===== config.mk =====
export PLATFORM = sky130hd
export DESIGN_NAME = eth_header_fifo
export DESIGN_NICKNAME = d
export VERILOG_FILES = /design/src/rtl/eth_header_fifo.sv
export SDC_FILE = /design/constraint.sdc
export NUM_CORES = 1
export LEC_CHECK = 0
export CORE_UTILIZATION = 45
export DETAILED_ROUTE_END_ITERATION = 7
export HOLD_SLACK_MARGIN = 0.1
export PLACE_DENSITY = 0.64
export SLEW_MARGIN = 20
export SYNTH_ARGS = -nofsm -noshare
export SYNTH_HDL_FRONTEND = slang
export SYNTH_SLANG_ARGS = --single-unit
export TNS_END_PERCENT = 10

===== constraint.sdc =====
create_clock -name clk -period 9.8 [get_ports clk]
set_input_delay 0.98 -clock clk [delete_from_list [all_inputs] [get_ports clk]]
set_output_delay 0.98 -clock clk [all_outputs]
set_load 0.05 [all_outputs]

===== src/rtl/eth_header_fifo.sv =====
// First-word-fall-through FIFO of Ethernet header fields (src MAC, dest MAC, EtherType).
// Optional per-entry VLAN tag storage is compiled in with `define ETH_HEADER_FIFO_VLAN_EN.
module eth_header_fifo #(
    parameter int DEPTH = 4
) (
    input  logic                     clk,
    input  logic                     rst,
    input  logic                     flush,
    input  logic                     s_valid,
    output logic                     s_ready,
    input  logic [47:0]              s_src_mac,
    input  logic [47:0]              s_dest_mac,
    input  logic [15:0]              s_type,
`ifdef ETH_HEADER_FIFO_VLAN_EN
    input  logic                     s_vlan_valid,
    input  logic [15:0]              s_vlan_tci,
    output logic                     m_vlan_valid,
    output logic [15:0]              m_vlan_tci,
`endif
    output logic                     m_valid,
    input  logic                     m_ready,
    output logic [47:0]              m_src_mac,
    output logic [47:0]              m_dest_mac,
    output logic [15:0]              m_type,
    output logic [$clog2(DEPTH):0]   count
);

    localparam int AW = $clog2(DEPTH);
    localparam logic [AW:0] FULL_COUNT = (AW + 1)'(DEPTH);

    typedef struct packed {
`ifdef ETH_HEADER_FIFO_VLAN_EN
        logic        vlan_valid;
        logic [15:0] vlan_tci;
`endif
        logic [47:0] src_mac;
        logic [47:0] dest_mac;
        logic [15:0] etype;
    } hdr_t;

    hdr_t            mem [DEPTH];
    hdr_t            wr_hdr;
    hdr_t            head;
    logic [AW-1:0]   wr_ptr;
    logic [AW-1:0]   rd_ptr;
    logic            push;
    logic            pop;

    // Handshake: a header moves on a rising edge only when valid and ready are
    // both high on that side; ready never depends on the opposite side's ready,
    // and flush discards any transfer offered in its cycle.
    assign s_ready = (count != FULL_COUNT);
    assign m_valid = (count != '0);
    assign push    = s_valid && s_ready && !flush;
    assign pop     = m_valid && m_ready && !flush;

    always_comb begin
        wr_hdr          = '0;
        wr_hdr.src_mac  = s_src_mac;
        wr_hdr.dest_mac = s_dest_mac;
        wr_hdr.etype    = s_type;
`ifdef ETH_HEADER_FIFO_VLAN_EN
        wr_hdr.vlan_valid = s_vlan_valid;
        wr_hdr.vlan_tci   = s_vlan_tci;
`endif
    end

    // Storage is not reset; occupancy alone decides what is visible.
    always_ff @(posedge clk) begin
        if (push) begin
            mem[wr_ptr] <= wr_hdr;
        end
    end

    always_ff @(posedge clk or posedge rst) begin
        if (rst) begin
            wr_ptr <= '0;
            rd_ptr <= '0;
            count  <= '0;
        end else if (flush) begin
            wr_ptr <= '0;
            rd_ptr <= '0;
            count  <= '0;
        end else begin
            if (push) begin
                wr_ptr <= wr_ptr + 1'b1;
            end
            if (pop) begin
                rd_ptr <= rd_ptr + 1'b1;
            end
            case ({push, pop})
                2'b10:   count <= count + 1'b1;
                2'b01:   count <= count - 1'b1;
                default: count <= count;
            endcase
        end
    end

    // Gating on m_valid makes the outputs zero as soon as reset clears count.
    assign head       = m_valid ? mem[rd_ptr] : '0;
    assign m_src_mac  = head.src_mac;
    assign m_dest_mac = head.dest_mac;
    assign m_type     = head.etype;
`ifdef ETH_HEADER_FIFO_VLAN_EN
    assign m_vlan_valid = head.vlan_valid;
    assign m_vlan_tci   = head.vlan_tci;
`endif

endmodule


# Word level (Yosys, flattened, before mapping)
# Memory sizes are Yosys's and may differ from the RTL's.
# Index checks and enable logic that the tools add are counted.
# word_totals
memories,1
out_inout_bits,117
input_bits,117
ramBits,448
reg_bits,7
wordCells,29
# mem_list
name,words,word_bits,read_ports,rd_ports_with_merged_regs,write_ports,line_no,rtl
mem,4,112,1,0,1,41,hdr_t mem [DEPTH];
# op_classes
n_addsub,4
n_eq_ne,3
muxes,9
n_reduce_logical,9
# ops
operator,n
$mux W112,1
$mux W2,4
$pmux W3 S2,1
$reduce_bool A3 Y1,2
$add A2 B1 Y2 const B,2
$logic_and A1 B1 Y1,4
$reduce_bool A2 Y1,2
$add A3 B1 Y3 const B,1
$mux W3,1
$ne A3 B3 Y1 const B,1
$sub A3 B1 Y3 const B,1
$eq A2 B1 Y1 const B,1
$eq A2 B2 Y1 const B,1
$mux W1,2
$logic_not A1 Y1,1

# Depth between registers and ports, before layout
# logic_depth
depth_word,6
ltp_mapped,7

# Worst setup path after synthesis
# Ideal clock, no wire load.
# synth_path
path_kind,input -> register
start,input s_valid
end,memory mem[0][0] in the netlist's numbering (enable)
slack_ps,5098
setup_ps,484
n_path_buf,1
stages,4
arrival_ps,4218
required_time_ps,9316
path_cell_list,clkbuf_1 -> inv_1 -> nor3_1 -> and2_1
# synth_between
elab_chain_cells,4
# synth_rtl
element,line_no,rtl
"start, declared",9,"input logic s_valid,"
$logic_and A1 B1 Y1 (2 in series),54,assign push = s_valid && s_ready && !flush;
$mux W1,70,if (push) begin
$mux W1 (not written as such),71,mem[wr_ptr] <= wr_hdr;
"end, declared",41,
# Every way passes these cells.

# Worst setup path after layout
# layout_path
start,register rd_ptr[1]
end,output m_src_mac[44]
# layout_between
elab_chain_cells,2
# layout_rtl
element,line_no,rtl
"start, declared",45,logic [AW-1:0] rd_ptr;
"start signal, assigned",89,rd_ptr <= rd_ptr + 1'b1;
$mem_v2 Z4 W112,--,
$mux W112,100,assign head = m_valid ? mem[rd_ptr] : '0;
"end, declared",22,"output logic [47:0] m_src_mac,"
# Every way passes these cells.

==> results.yml <==
route:
  ant_nets: 0
  wl_per_cell_um: 22.0
  routed_via_density: 5.30
  firstDrtPassIters: 4
  drt_iter0_markers: 452
  num_vias: 8313
  drc_errors: 0
  routed_wl_mm: 34.5
pwr:
  leakage_nw: 6.79
  power_density_nw_per_um2: 213
  seq_power_share_pct: 48.1
  power.switching_mw: 1.16
  switching_share_pct: 25.2
  combPwrFrac_pct: 15.9
  pwr-share-clk_pct: 36.0
  p_int_mw: 3.45
  peakVddDrop_v: 0.000171
clocking:
  cts_buffer_depth: 3
  cts.repair.resized: 0
  clk_pin_slew_ps: 60
  cts_hold_buf: 0
  cts-htree-levels: 2
  cts_setup_buffers: 0
  cts_tree: "built"
  cts_root_buf: "clkbuf_16"
  clk_latency_ps: 570
  numCtsBuffers: 48
  cts.sinks: 455
timing:
  hold_viol: 0
  fin_crit_ps: 4930
  fin_setup_tns_ps: 0
  max_freq_ghz: 0.203
  setup_violations: 0
  tightest_slew_ps: 977
  skew_ps: 10.8
  grt_setup_unrepaired: "no"
  maxSlewHeadroom_pct: 34.9
  drv_slew: 0
  fin_crit_sh_pct: 50.3
critical_path:
  worstSetupPathType: "reg -> out"
  worstSetupStartpointType: "register"
  cp_max_fo: 41
  cp.arrival_ps: 3950
  critPathRequiredTime_ps: 8820
  critPathCaptureType: "output port"
synth:
  ys_dominant_reg_cell: "edfxtp_1"
  synth_commonest_cells: "448 x edfxtp_1, 116 x and2_1, 112 x mux4_2"
  avgSynthCellArea_um2: 22.5
  yosysTopAreaCellShare_pct: 77.1
  synth-seq-area-share_pct: 78.1
  synth_area_um2: 17400
  yosys.area.top_type: "edfxtp_1"
  synth.distinct_cells: 33
  synth_async_sr_flop_share_pct: 1.54
  syn_inst: 775
  ys_ff_latch: 455
  synth_edf_count: 448
  yosysMostFrequentCell: "edfxtp_1"
  synth_fp_nets: 897
  synth_warnings: 0
  yosys-top-cells-area: "edfxtp_1 77%, mux4_2 14%, and2_1 4.2%"
layout:
  final-seq-area_um2: 13600
  multi_input_area_um2: 3560
  fin_util_pct: 57.2
  nets: 1146
  area_growth_pct: 24.4
  drive_gt1_share_pct: 17.9
  n_fill_cell: 2843
hold_path:
  hold_class: "reg -> reg"
global_route:
  grt_pass1_vias: 8728
  grt-ovfl-total: 0
  track_usage_pct: 18.0
  grt_start_max_net_pins: 62
  antenna_found_initial: 3
  grt_pass1_wl_mm: 52.1
floorplanning:
  core_um2: 37900
  pin_count: 234
  dieHeight_um: 199
  initial_core_util_pct: 46.0
  dieArea_um2: 39600
  row_count: 71
  fp.dieW_um: 199
status:
  status: "finished, final reports clean"
placement:
  port_buffers: 233
  gp_congestion: 0.709
  hpwlAfterDp_mm: 19.5
flow_run:
  cap_violations: 0
==> power by group through the flow <==
| stage | clock [mW] | sequential, mW | combinational, mW |
|---|---|---|---|
| after floorplan | 0 | 2.25 | 0.492 |
| after global placement | 0 | 2.26 | 0.741 |
| after detailed placement | 0 | 2.26 | 0.743 |
| after CTS | 1.71 | 2.22 | 0.745 |
| after global routing | 1.77 | 2.22 | 0.776 |
| final | 1.66 | 2.22 | 0.733 |
==> layout make-up <==
type	count	area share [%]
Inverter	7	0.121
Tap cell	511	2.95
Clock buffer	65	5.93
Multi-Input combinational cell	270	16.4
Clock inverter	17	0.634
Sequential cell	455	62.9
Antenna cell	2	0.0231
Timing Repair Buffer	242	11.1
==> worst max-delay path: stages, from the launching register on <==
cell and delay, ps:
dfrtp_4 760, buf_4 610, buf_4 630, mux4_2 310, and2_1 190, clkdlybuf4s50_1 830
==> worst paths after layout <==
| path | from | end | slack [ps] | cells after the start |
|---|---|---|---|---|
| setup / recovery | rd_ptr[1] | m_src_mac[44] | 4870 | 5 |
| hold / removal | wr_ptr[1] | wr_ptr[1] | 620 | 2 |
| setup reg to reg | count[0] | mem[2][17] | 6460 | 4 |
| hold reg to reg | wr_ptr[1] | wr_ptr[1] | 620 | 2 |
| max in group asynchronous | rst | rd_ptr[1] | 8900 | 2 |
| min in group asynchronous | rst | count[0] | 650 | 2 |
==> routing by layer <==
| layer | routed length (um) | share of wire [%] | vias up | GRT usage [%] |
|---|---|---|---|---|
| li1 | - | - | 3660 | - |
| met3 | 2370 | 6.9 | 61 | 4.53 |
| met4 | 804 | 2.3 | 4 | 6.21 |
| met1 | 15300 | 44 | 4355 | 25.4 |
| met5 | 30 | 0.087 | - | 0 |
| met2 | 16000 | 46 | 233 | 27.3 |
==> per-stage QoR <==
| step | hold slack (ps) | setup WS, ps | cell area [um^2] | total power, mW | cells |
|---|---|---|---|---|---|
| floorplan | 557 | 5100 | 17400 | 2.75 | 775 |
| global placement | 584 | 5380 | 20300 | 3.00 | 1485 |
| detailed placement | 600 | 5360 | 20300 | 3.00 | 1485 |
| CTS | 617 | 4780 | 21700 | 4.67 | 1567 |
| global route | 666 | 4690 | 21700 | 4.77 | 1567 |
| finish | 619 | 4870 | 21700 | 4.61 | 1569 |
==> state kept, by name, summed over array words and instances, names as in the netlist <==
signal,cells
count,3
wr_ptr,2
mem,448
rd_ptr,2
==> cell families (layout without fill, tap and decap cells) <==
family                     after synthesis  in the layout  synth area share [%]
muxes                                  113            113                  14.5
AOI/OAI and AO/OA                       14             14                 0.552
other                                    0              2                     0
DFF                                    455            455                  78.1
buffers and inverters                   50            331                  1.53
adders and majority gates                5              5                 0.402
and+or+nand+nor                        135            135                  4.71
xor gates and xnor gates                 3              3                 0.151
==> layout by cell type (no fill, tap or decap), drive strengths merged, types with 2 or more instances in the layout <==
cell type	instances
a21oi	3
and2	116
buf	9
bufinv	2
clkbuf	65
clkdlybuf4s50	233
clkinv	11
clkinvlp	3
dfrtp	7
diode	2
edfxtp	448
ha	4
inv	8
mux4	112
nand2	2
nand2b	2
nand3	4
nor2	5
nor3	2
o2111ai	2
o21ai	2
xor2	2
(Power assumes the default switching activity.)
